`config.mk`:
```
export PLATFORM = sky130hd
export DESIGN_NAME = qick_xcom_exec
export DESIGN_NICKNAME = d
export VERILOG_FILES = /design/src/rtl/qick_xcom_exec.sv
export SDC_FILE = /design/constraint.sdc
export NUM_CORES = 1
export LEC_CHECK = 0
export CORE_ASPECT_RATIO = 0.8
export CORE_MARGIN = 1.5
export CORE_UTILIZATION = 32
export CTS_CLUSTER_SIZE = 10
export DETAILED_ROUTE_END_ITERATION = 8
export PLACE_DENSITY = 0.65
export SLEW_MARGIN = 40
export SYNTH_ARGS = -nofsm -noshare
export SYNTH_HDL_FRONTEND = slang
export SYNTH_SLANG_ARGS = --single-unit
```
`constraint.sdc`:
```
create_clock -name c_clk_i -period 37.4 [get_ports c_clk_i]
set_clock_uncertainty 0.05 [all_clocks]
set_input_delay 5.61 -clock c_clk_i [delete_from_list [all_inputs] [get_ports c_clk_i]]
set_output_delay 5.61 -clock c_clk_i [all_outputs]
set_load 0.01 [all_outputs]
```
`src/rtl/qick_xcom_exec.sv`:
```
// XCOM command executor: local 4-phase commands take priority over a FIFO of received
// network commands; both update flag, data registers, memory and board ID, plus auto-ID.
module qick_xcom_exec #(
    parameter int DW         = 32,
    parameter int NREG       = 2,
    parameter int MEM_DEPTH  = 15,
    parameter int FIFO_DEPTH = 4,
    parameter int TMO_CYC    = 65535
) (
    input  logic                        c_clk_i,
    input  logic                        c_rst_i,
    input  logic                        cmd_loc_req_i,
    output logic                        cmd_loc_ack_o,
    input  logic [7:0]                  cmd_loc_op_i,
    input  logic [DW-1:0]               cmd_loc_dt_i,
    input  logic                        rx_cmd_vld_i,
    input  logic [3:0]                  rx_cmd_op_i,
    input  logic [3:0]                  rx_cmd_id_i,
    input  logic [DW-1:0]               rx_cmd_dt_i,
    input  logic                        auto_id_arm_i,
    input  logic                        ovf_clr_i,
    output logic                        qp_vld_o,
    output logic                        qp_flag_o,
    output logic [NREG*DW-1:0]          qp_dt_o,
    output logic [MEM_DEPTH*DW-1:0]     mem_o,
    output logic [3:0]                  board_id_o,
    output logic [$clog2(FIFO_DEPTH):0] fifo_lvl_o,
    output logic                        rx_ovf_o,
    output logic                        auto_id_busy_o,
    output logic                        auto_id_tmo_o
);

    localparam int AW = $clog2(FIFO_DEPTH);
    localparam int LW = AW + 1;
    localparam int EW = 8 + DW;
    localparam int CW = (TMO_CYC > 1) ? $clog2(TMO_CYC + 1) : 1;

    typedef enum logic {IDLE, ARMED} aid_state_t;

    function automatic logic rx_pushable(input logic [3:0] op);
        return (op[3] == 1'b0) || (op == 4'hA) || (op == 4'hB) ||
               (op == 4'hC) || (op == 4'hE);
    endfunction

    function automatic logic reg_in_range(input logic [3:0] idx);
        return {1'b0, idx} < 5'(NREG);
    endfunction

    function automatic logic mem_in_range(input logic [3:0] addr);
        return {1'b0, addr} < 5'(MEM_DEPTH);
    endfunction

    logic [EW-1:0] fifo_q [FIFO_DEPTH];
    logic [AW-1:0] wr_ptr, rd_ptr;
    logic [LW-1:0] fifo_cnt;
    logic          fifo_full, fifo_empty;
    logic          push, push_ok, pop, loc_exec;
    logic [3:0]    head_op, head_id;
    logic [DW-1:0] head_dt;

    logic [DW-1:0] reg_q [NREG];
    logic [DW-1:0] mem_q [MEM_DEPTH];

    logic          flag_we, flag_d;
    logic          reg_we, mem_we, bid_we;
    logic [3:0]    reg_idx, mem_addr, bid_d;
    logic [DW-1:0] wr_dt;
    logic          aid_reply, loc_bid;

    aid_state_t    state, state_d;
    logic [CW-1:0] cnt, cnt_d;
    logic          tmo_d;

    assign loc_exec   = cmd_loc_req_i & ~cmd_loc_ack_o;
    assign fifo_full  = (fifo_cnt == LW'(FIFO_DEPTH));
    assign fifo_empty = (fifo_cnt == '0);
    assign pop        = ~loc_exec & ~fifo_empty;
    assign push       = rx_cmd_vld_i & rx_pushable(rx_cmd_op_i);
    // A pop in the same cycle frees the slot, so a push at full is still accepted.
    assign push_ok    = push & (~fifo_full | pop);

    assign head_op = fifo_q[rd_ptr][EW-1 -: 4];
    assign head_id = fifo_q[rd_ptr][EW-5 -: 4];
    assign head_dt = fifo_q[rd_ptr][DW-1:0];

    assign fifo_lvl_o     = fifo_cnt;
    assign auto_id_busy_o = (state == ARMED);

    always_ff @(posedge c_clk_i or posedge c_rst_i) begin
        if (c_rst_i) begin
            cmd_loc_ack_o <= 1'b0;
        end else if (loc_exec) begin
            cmd_loc_ack_o <= 1'b1;
        end else if (!cmd_loc_req_i) begin
            cmd_loc_ack_o <= 1'b0;
        end
    end

    // Entry storage needs no reset: the pointers define which words are live.
    always_ff @(posedge c_clk_i) begin
        if (push_ok) begin
            fifo_q[wr_ptr] <= {rx_cmd_op_i, rx_cmd_id_i, rx_cmd_dt_i};
        end
    end

    always_ff @(posedge c_clk_i or posedge c_rst_i) begin
        if (c_rst_i) begin
            wr_ptr   <= '0;
            rd_ptr   <= '0;
            fifo_cnt <= '0;
            rx_ovf_o <= 1'b0;
        end else begin
            if (push_ok) wr_ptr <= wr_ptr + 1'b1;
            if (pop)     rd_ptr <= rd_ptr + 1'b1;
            case ({push_ok, pop})
                2'b10:   fifo_cnt <= fifo_cnt + 1'b1;
                2'b01:   fifo_cnt <= fifo_cnt - 1'b1;
                default: fifo_cnt <= fifo_cnt;
            endcase
            if (push && !push_ok) begin
                rx_ovf_o <= 1'b1;
            end else if (ovf_clr_i) begin
                rx_ovf_o <= 1'b0;
            end
        end
    end

    always_comb begin
        flag_we   = 1'b0;
        flag_d    = 1'b0;
        reg_we    = 1'b0;
        reg_idx   = 4'd0;
        mem_we    = 1'b0;
        mem_addr  = 4'd0;
        bid_we    = 1'b0;
        bid_d     = 4'd0;
        wr_dt     = '0;
        aid_reply = 1'b0;
        loc_bid   = 1'b0;
        if (loc_exec) begin
            wr_dt = cmd_loc_dt_i;
            case (cmd_loc_op_i[7:4])
                4'h0: begin
                    bid_we  = 1'b1;
                    bid_d   = cmd_loc_op_i[3:0];
                    loc_bid = 1'b1;
                end
                4'h1: begin
                    flag_we = 1'b1;
                    flag_d  = cmd_loc_op_i[0];
                end
                4'h2: begin
                    reg_idx = cmd_loc_op_i[3:0];
                    reg_we  = reg_in_range(reg_idx);
                end
                4'h3: begin
                    mem_addr = cmd_loc_op_i[3:0];
                    mem_we   = mem_in_range(mem_addr);
                end
                default: ;
            endcase
        end else if (pop) begin
            wr_dt = head_dt;
            case (head_op)
                4'h0, 4'h1: begin
                    flag_we = 1'b1;
                    flag_d  = head_op[0];
                end
                // 001x/010x/011x map pairwise onto register indices 0..5.
                4'h2, 4'h3, 4'h4, 4'h5, 4'h6, 4'h7: begin
                    reg_idx = {1'b0, head_op[2:1] - 2'd1, head_op[0]};
                    reg_we  = reg_in_range(reg_idx);
                end
                4'hA, 4'hC, 4'hE: begin
                    mem_addr = head_id + 4'd1;
                    mem_we   = mem_in_range(mem_addr);
                end
                4'hB: begin
                    aid_reply = (state == ARMED);
                    bid_we    = aid_reply;
                    bid_d     = head_id + 4'd1;
                end
                default: ;
            endcase
        end
    end

    always_ff @(posedge c_clk_i or posedge c_rst_i) begin
        if (c_rst_i) begin
            qp_vld_o   <= 1'b0;
            qp_flag_o  <= 1'b0;
            board_id_o <= 4'd0;
            for (int i = 0; i < NREG; i++) reg_q[i] <= '0;
            for (int i = 0; i < MEM_DEPTH; i++) mem_q[i] <= '0;
        end else begin
            qp_vld_o <= reg_we;
            if (flag_we) qp_flag_o <= flag_d;
            if (bid_we) board_id_o <= bid_d;
            for (int i = 0; i < NREG; i++) begin
                if (reg_we && reg_idx == 4'(i)) reg_q[i] <= wr_dt;
            end
            for (int i = 0; i < MEM_DEPTH; i++) begin
                if (mem_we && mem_addr == 4'(i)) mem_q[i] <= wr_dt;
            end
        end
    end

    for (genvar g = 0; g < NREG; g++) begin : g_reg_out
        assign qp_dt_o[g*DW +: DW] = reg_q[g];
    end
    for (genvar g = 0; g < MEM_DEPTH; g++) begin : g_mem_out
        assign mem_o[g*DW +: DW] = mem_q[g];
    end

    always_ff @(posedge c_clk_i or posedge c_rst_i) begin
        if (c_rst_i) begin
            state         <= IDLE;
            cnt           <= '0;
            auto_id_tmo_o <= 1'b0;
        end else begin
            state         <= state_d;
            cnt           <= cnt_d;
            auto_id_tmo_o <= tmo_d;
        end
    end

    // Timeout fires on the edge TMO_CYC cycles after arming; a fresh arm always wins.
    always_comb begin
        state_d = state;
        cnt_d   = cnt;
        tmo_d   = 1'b0;
        case (state)
            IDLE: begin
                if (auto_id_arm_i) begin
                    state_d = ARMED;
                    cnt_d   = CW'(TMO_CYC);
                end
            end
            ARMED: begin
                if (auto_id_arm_i) begin
                    cnt_d = CW'(TMO_CYC);
                end else if (aid_reply || loc_bid) begin
                    state_d = IDLE;
                end else if (TMO_CYC != 0 && cnt == CW'(1)) begin
                    state_d = IDLE;
                    cnt_d   = '0;
                    tmo_d   = 1'b1;
                end else if (cnt != '0) begin
                    cnt_d = cnt - 1'b1;
                end
            end
            default: state_d = IDLE;
        endcase
    end

endmodule

```
Word level (Yosys, flattened, before mapping)
Memories as Yosys holds them, arrays and structs flattened.
Index checks and enable logic that the tools add are counted.

storage, ports and cells
  register bits after elaboration = 577
  memories kept = 1
  input port bits = 86
  memory bits (writable) = 160

operators by class
  reductions and logical operators = 36
  bitwise gates (word level) = 11
  add/subtract/negate cells = 7
  order comparisons = 4
  equality and inequality tests = 41
  mux-type cells = 58

memory list
  memory  words  bits a word  read ports  clocked after Yosys merged registers in  write ports  line  text
  fifo_q  4      40           1           0                                        1            53    logic [EW-1:0] fifo_q [FIFO_DEPTH];

operators by type and width
  cell                                                  count
  2-to-1 mux 16 bit                                     5
  2-to-1 mux 32 bit                                     2
  equality test 4 bit, second input constant            15
  2-to-1 mux 4 bit                                      10
  2-to-1 mux 1 bit                                      36
  equality test 4 x 3 -> 1 bit, second input constant   8
  case mux 16 bit (2 select lines)                      1
  equality test 4 x 2 -> 1 bit, second input constant   6
  logical AND 1 bit                                     18
  equality test 16 x 1 -> 1 bit, second input constant  1
  equality test 4 x 1 -> 1 bit, second input constant   4
  zero test 4 bit                                       4
  nonzero test 16 bit                                   1
  subtractor 16 x 1 -> 16 bit, second input constant    1
  < comparator 4 bit, second input constant             2
  2-to-1 mux 3 bit                                      2
  inverter 1 bit                                        6
  case mux 3 bit (2 select lines)                       1
  OR reduction 6 bit                                    1
  logical OR 1 bit                                      5
  adder 2 x 1 -> 2 bit, second input constant           2
  adder 4 x 1 -> 4 bit, second input constant           1
  AND 1 bit                                             4
  < comparator 4 x 2 -> 1 bit, second input constant    1
  19 further kinds                                      20

Depth between registers and ports, before layout
Gate-level depths: netlist of the first run.

  depth after elaboration = 10
  depth in mapped cells = 11

Worst setup path before layout of the first run
OpenSTA, ideal clock, no wires.

  path type = input -> register
  from = input port cmd_loc_op_i[7]
  to = register mem_q, in the netlist mem_o[416]
  cell stages on the path = 7
  path buffers = 1
  data required time = 37225 ps
  setup time = 125 ps
  arrival time = 7843 ps
  slack = 29382 ps
  cells stage by stage = nor4b_1 nand3_1 o32ai_1 nand2b_1 a211oi_4 buf_6 mux2_4

between the ends
  word-level cells in the longest chain between the ends = 5

RTL lines
  what                              line  text
  start, declared                   14    input logic [7:0] cmd_loc_op_i,
  equality test 4 x 2 -> 1 bit (*)  142   case (cmd_loc_op_i[7:4])
  2-to-1 mux 4 bit                  142
  2-to-1 mux 4 bit                  140   if (loc_exec) begin
  equality test 4 bit               203   if (mem_we && mem_addr == 4'(i)) mem_q[i] <= wr_dt;
  logical AND 1 bit (*)             203
  end signal, assigned by index     203
  end, declared                     62    logic [DW-1:0] mem_q [MEM_DEPTH];

Every way passes the cells marked *; elsewhere a longest branch is shown, timed or not.
A chain may end at the register's enable or synchronous reset.

Worst setup path in the final report of the first run
  from = input port cmd_loc_req_i
  to = register mem_q, in the netlist mem_o[319]

between the ends
  word-level cells in the longest chain between the ends = 7

RTL lines
  what                 line  text
  start, declared      12    input logic cmd_loc_req_i,
  AND 1 bit (*)        74    assign loc_exec = cmd_loc_req_i & ~cmd_loc_ack_o;
  inverter 1 bit       77    assign pop = ~loc_exec & ~fifo_empty;
  AND 1 bit            77
  2-to-1 mux 4 bit     162   end else if (pop) begin
  2-to-1 mux 4 bit     140
  equality test 4 bit  203
  logical AND 1 bit    203

Marked as above.

==> results of run 1 <==
==> placed cells by master, fill, tap and decap left out, drive strengths merged, types with 3 or more instances in the layout <==
cell | netlist | routed
and2 | 6 | 6
clkbuf | 20 | 115
nand3 | 10 | 10
a22oi | 3 | 3
ha | 10 | 10
and3 | 4 | 4
inv | 16 | 19
clkinv | 0 | 5
xor2 | 3 | 3
buf | 88 | 50
a21oi | 20 | 20
nor3b | 7 | 7
a21o | 13 | 13
nor4 | 3 | 3
edfxtp | 160 | 160
dfrtp | 577 | 577
nand2 | 23 | 23
a22o | 32 | 32
xnor2 | 5 | 5
nor2b | 8 | 8
nand4 | 3 | 3
clkdlybuf4s50 | 0 | 642
diode | 0 | 4
mux4 | 40 | 40
o21ai | 5 | 5
nor3 | 20 | 20
a211oi | 16 | 16
o31ai | 3 | 3
mux2 | 544 | 544
or3 | 3 | 3
nor2 | 15 | 15
==> kinds of logic (layout without fill, tap and decap cells) <==
kind of cell               count (synthesis)  after routing  synth area share, %
and+or+nand+nor                          109            109                 2.21
AOI/OAI and AO/OA                        111            111                 3.01
xor gates and xnor gates                   8              8                0.234
buffers and inverters                    124            833                 2.51
DFF                                      737            737                 64.3
muxes                                    586            586                 27.3
adders and majority gates                 11             11                0.485
other                                      0              4                    0
==> layout make-up <==
type                            instances  area share [%]
Sequential cell                       737            47.7
Clock buffer                          115            5.78
Multi-Input combinational cell        825            25.0
Inverter                               16           0.180
Tap cell                             1224            3.79
Timing Repair Buffer                  692            17.1
Clock inverter                         10           0.406
Antenna cell                            4          0.0248
==> through the flow <==
stage               setup WS [ps]  instance area (µm²)  hold slack, ps
finish                      28650                40400             437
global route                28460                40400             455
CTS                         28620                40300             438
detailed placement          27970                37800             426
global placement            27900                37600             421
floorplan                   15600                30000             464
==> state kept, by name, indices dropped and copies added, names as in the netlist, 2 cells and up <==
| register | cells |
|---|---|
| mem_o | 480 |
| wr_ptr | 2 |
| board_id_o | 4 |
| cnt | 16 |
| rd_ptr | 2 |
| qp_dt_o | 64 |
| fifo_lvl_o | 3 |
| fifo_q | 160 |
==> path summary, 6_finish.rpt <==
| path | cells past startpoint | start | to |
|---|---|---|---|
| setup / recovery | 9 | cmd_loc_req_i | mem_o[319]$_DFFE_PP0P_ |
| hold / removal | 1 | mem_o[216]$_DFFE_PP0P_ | mem_o[216]$_DFFE_PP0P_ |
| setup reg to reg | 7 | rd_ptr[0]$_DFFE_PP0P_ | mem_o[319]$_DFFE_PP0P_ |
| hold reg to reg | 1 | mem_o[216]$_DFFE_PP0P_ | mem_o[216]$_DFFE_PP0P_ |
| max in group asynchronous | 5 | c_rst_i | rd_ptr[1]$_DFFE_PP0P_ |
| min in group asynchronous | 2 | c_rst_i | mem_o[171]$_DFFE_PP0P_ |
==> metal layers <==
layer	track usage [%]	wire (µm)	up-vias
met5	0	64	-
met4	4.64	1830	10
met3	4.78	5670	141
met2	31.7	45000	597
met1	25.7	40600	9336
li1	-	-	7523
==> report_power, final <==
part | total (mW) | internal (mW) | leakage, nW | switching [mW]
Combinational | 1.09 | 0.548 | 6.83 | 0.544
Sequential | 1.13 | 1.01 | 9.13 | 0.117
Clock | 0.771 | 0.447 | 1.21 | 0.324
==> summary.txt, run 1 <==
GRT
  • Largest net degree at the start of global routing: between 100 and 150
  • Vias in the first global route: 18900
  • Gr usage total: 19.3%
  • Initial antenna violation count: 8
  • Global-route wire length before repair: 136 mm
  • Overflow after GRT: 0

Setup path
  • Worst Path Buf+Inv: 3
  • Delay-heaviest family, CP: simple AND/OR/NAND/NOR gates
  • CP most frequent cell: buf_4
  • CP peak stage delay: 750 ps
  • Crit-path max FO: 22
  • Critical-path cell list: clkdlybuf4s50_1, nor4b_1, buf_4, nand3_1, o32ai_1, nand2b_1, nor3_4, buf_4, mux2_2
  • CP startpoint kind: primary input
  • Data required time of the critical path: between 30000 and 40000 ps
  • Crit Path Class: in2reg
  • Critical Path Slowest Stage Cell: nor3_4
  • Reg2Reg Setup Slack: 32620 ps
  • Worst Path Arrival: roughly 9200 ps
  • CP Capture Type: flop

STA
  • Worst relative slew slack: around 41%
  • Fin crit share: 23.4%
  • Hold Vio Cnt, Final: 0
  • Peak Freq: 114 MHz
  • RSZ-0062 raised after global routing: no
  • Worst-Margin Slew: 884 ps
  • Minimum clock period: 8750 ps
  • Slew Limit Fails: 0
  • TNS Setup: 0 ps
  • Final setup vio count: 0

Logic synthesis
  • Warnings from Yosys: 0
  • Post-synth top area share: 48.2%
  • Ys async rst share: 78.3%
  • Synth area leaders: dfrtp_1 48%, edfxtp_1 16%, mux2_4 15%, mux2_2 9.0%, mux4_2 3.0%
  • Leading area contributor after synthesis: dfrtp_1
  • Syn Nets: between 1500 and 2000
  • Commonest cells post-synth: 577 x dfrtp_1, 300 x mux2_4, 240 x mux2_2
  • EDFF count, synth: 160
  • Seq cells post-synth: between 700 and 800
  • Synthesized area per cell: 17.8 µm²
  • Mapped Cells: roughly 1700
  • Synth Flop Type: dfrtp_1
  • Sequential-to-total area share from yosys stat: 64.3%
  • Post-synthesis cell type count: 59
  • Post-synthesis cell area: 0.0299 mm²
  • Most frequent cell after synthesis: dfrtp_1

Die
  • Io pins: 643
  • Rows: 100
  • Die height: roughly 280 µm
  • Total core area: 0.0928 mm²
  • Die Wd: 345 µm
  • Die area: 0.0955 mm²
  • Initial Utilization: 32.3%

CTS
  • Worst-path clk slew: roughly 50 ps
  • Number of CTS-inserted buffers: 86
  • CTS tree: done
  • PostCTS Resize Cnt: 0
  • CTS H-Tree Depth: 3
  • Clock latency on the worst-skew pair: 630 ps
  • Maximum buffer depth of the clock tree: 3
  • # Post-CTS Setup Buffers: 0
  • TritonCTS Sinks: 737
  • CTS Root Cell: clkbuf_16
  • Hold buffers post-CTS: 0

Finish
  • FF+latch area: between 0.015 and 0.02 mm²
  • Area occupied by multi-input gates: 0.0101 mm²
  • Final nets: 2455
  • Fin cells: 3623
  • Final cell utilization of the core: 43.5%
  • Layout cell share with drive strength beyond 1: around a third
  • Area Growth Syn to Fin: 34.8%
  • Fillers: about 8100

Pwr
  • Pwr Density: 74.1 mW/mm²
  • Maximum vdd ir drop: 0.0000519 V
  • Total power: 2.99 mW
  • Leakage: 17.2 nW

Routing
  • Vias: approximately 18000
  • Router iterations before antenna repair: 5
  • DR vias/cell: about 5
  • 1st-iter DRT viols: 941
  • WL final: 93.2 mm
  • Drt drc: 0
  • Wirelength per Cell: approximately 26 µm
  • Antenna-violating nets left: 0

Run
  • Max_cap viols: 0

Status
  • Status: completed

Place
  • Post-DP HPWL: between 60 and 70 mm
  • Count of buffers from port buffering: 642
  • GP Congestion: between 0.8 and 0.9
  • Placed cell count: 3493

Min path
  • Hold/Removal Path Class: reg2reg
Power figures use the tool's default switching activity.
==> run 2: changes to the inputs <==
--- a/config.mk
+++ b/config.mk
@@ -10,7 +10,7 @@
 export CORE_UTILIZATION = 32
 export CTS_CLUSTER_SIZE = 10
 export DETAILED_ROUTE_END_ITERATION = 8
-export PLACE_DENSITY = 0.65
+export PLACE_DENSITY = 0.67
 export SLEW_MARGIN = 40
 export SYNTH_ARGS = -nofsm -noshare
 export SYNTH_HDL_FRONTEND = slang
==> constraint.sdc (replaced) <==
create_clock -name c_clk_i -period 7.8 [get_ports c_clk_i]
set_clock_uncertainty 0.05 [all_clocks]
set_input_delay 1.17 -clock c_clk_i [delete_from_list [all_inputs] [get_ports c_clk_i]]
set_output_delay 1.17 -clock c_clk_i [all_outputs]
set_load 0.01 [all_outputs]
==> summary.txt, run 2 (same netlist as run 1, synthesis figures left out) <==
Status
  • Status: completed

Finish
  • Final nets: between 2000 and 2500
  • FF+latch area: 0.0193 mm²
  • Post-route cell area: 0.0404 mm²
  • Max FFs per register: 480
  • Area occupied by multi-input gates: just over 0.01 mm²
  • Fin cells: 3627
  • Layout cell share with drive strength beyond 1: 33.4%
  • Most frequent cells in the layout: 642 x clkdlybuf4s50_1, 575 x dfrtp_1, 300 x mux2_4
  • Fillers: ~8100
  • Most common cell after layout, fill and taps aside: clkdlybuf4s50_1
  • Area Growth Syn to Fin: 35.0%

Pwr
  • Leakage: between 15 and 20 nW
  • Pwr Density: 352 mW/mm²
  • Maximum vdd ir drop: 0.000227 V
  • Total power: approximately 14 mW

Min path
  • Hold depth: 1
  • Hold path start: mem_o[217]$_DFFE_PP0P_
  • Hold Path Sink: mem_o[217]$_DFFE_PP0P_
  • Hold/Removal Path Class: reg2reg

Routing
  • WL final: 93.0 mm
  • Drt drc: 0
  • Router iterations before antenna repair: 5
  • 1st-iter DRT viols: around 970
  • DR vias/cell: slightly below 5
  • Vias: 17600
  • Wirelength per Cell: 25.6 µm
  • Antenna-violating nets left: 0

Die
  • Die area: about 0.095 mm²
  • Initial Utilization: 32.3%
  • Die Wd: 345 µm
  • Total core area: 0.0928 mm²
  • Io pins: between 600 and 700
  • Rows: 100
  • Die height: 277 µm

Setup path
  • CP startpoint kind: flop
  • RR Startpoint: rd_ptr[0]$_DFFE_PP0P_
  • Crit Path Class: reg2reg
  • Reg2reg end: qp_dt_o[55]$_DFFE_PP0P_
  • Reg2Reg Setup Slack: 3410 ps
  • Crit-path max FO: 31
  • Worst Path Arrival: 4850 ps
  • Data required time of the critical path: 8260 ps
  • Reg2Reg Depth: 8
  • CP Capture Type: flop

STA
  • Peak Freq: 228 MHz
  • RSZ-0062 raised after global routing: no
  • Worst relative slew slack: 40.3%
  • TNS Setup: 0 ps
  • Worst-Margin Slew: 895 ps
  • Final setup vio count: 0
  • Fin crit share: 56.3%
  • Slew Limit Fails: 0
  • Minimum clock period: 4390 ps
  • Hold Vio Cnt, Final: 0

CTS
  • CTS H-Tree Depth: 3
  • # Post-CTS Setup Buffers: 0
  • Number of CTS-inserted buffers: 85
  • Maximum buffer depth of the clock tree: 3
  • Hold buffers post-CTS: 0
  • CTS tree: done
  • TritonCTS Sinks: between 700 and 800
  • PostCTS Resize Cnt: 0
  • CTS Root Cell: clkbuf_16
  • Worst-path clk slew: 50 ps
  • Clock latency on the worst-skew pair: 630 ps

GRT
  • Largest net degree at the start of global routing: 151
  • Overflow after GRT: 0
  • Initial antenna violation count: 10
  • Vias in the first global route: 18800
  • Global-route wire length before repair: around 140 mm
  • Gr usage total: around a fifth

Place
  • Count of buffers from port buffering: 642
  • Placed cell count: 3503
  • Post-DP HPWL: 63.9 mm
  • Placement Cell Area: roughly 0.038 mm²
  • GP Congestion: between 0.8 and 0.9

Run
  • Max_cap viols: 0
## run 2: cell type report
| cell class | count | share of cell area, % |
|---|---|---|
| clock buffer | 112 | 5.72 |
| sequential | 737 | 47.6 |
| tap | 1224 | 3.79 |
| timing repair buffer | 703 | 17.5 |
| multi-input combinational | 825 | 24.9 |
| clock inverter | 7 | 0.254 |
| inverter | 16 | 0.158 |
| antenna | 3 | 0.0186 |
## run 2: worst max path at each step
| stage | from | slack [ps] | endpoint |
|---|---|---|---|
| 6_report | rd_ptr[0]$_DFFE_PP0P_ | 3410 | qp_dt_o[55]$_DFFE_PP0P_ |
| 5_1_grt | rd_ptr[0]$_DFFE_PP0P_ | 3200 | qp_dt_o[55]$_DFFE_PP0P_ |
| 4_1_cts | rd_ptr[0]$_DFFE_PP0P_ | 3150 | mem_o[206]$_DFFE_PP0P_ |
| 3_5_place_dp | cmd_loc_req_i | 2990 | mem_o[221]$_DFFE_PP0P_ |
| 3_3_place_gp | cmd_loc_req_i | 2780 | mem_o[415]$_DFFE_PP0P_ |
| 2_1_floorplan | c_rst_i | -1280 | auto_id_busy_o$_DFF_PP0_ |
## run 2: through the flow
step | hold slack (ps) | worst slack, ps | util (%)
finish | 441 | 3410 | 43.5
global route | 463 | 3200 | 43.5
CTS | 444 | 3150 | 43.5
detailed placement | 432 | 2990 | 40.9
global placement | 423 | 2780 | 40.6
floorplan | 464 | -1280 | -
## run 2: worst max-delay path, cell delays in order, from the launching register on
cell	delay, ps
dfrtp_4	580
buf_4	610
mux4_2	650
or3_1	350
nor2_1	280
nand3_1	180
a21oi_4	620
buf_4	500
mux2_2	390
## run 2: report_power, final
group,internal (mW),switching [mW]
combinational,2.64,2.57
sequential,4.86,0.552
clock,2.06,1.53
total,9.56,4.66
## run 2: per-layer routing
| layer | GRT usage [%] | vias to the layer above | share of wire, % |
|---|---|---|---|
| met5 | 0 | - | 0.16 |
| met4 | 6.32 | 20 | 3.0 |
| met3 | 4.90 | 168 | 6.0 |
| met2 | 31.7 | 609 | 48 |
| met1 | 24.9 | 9288 | 43 |
| li1 | - | 7540 | - |
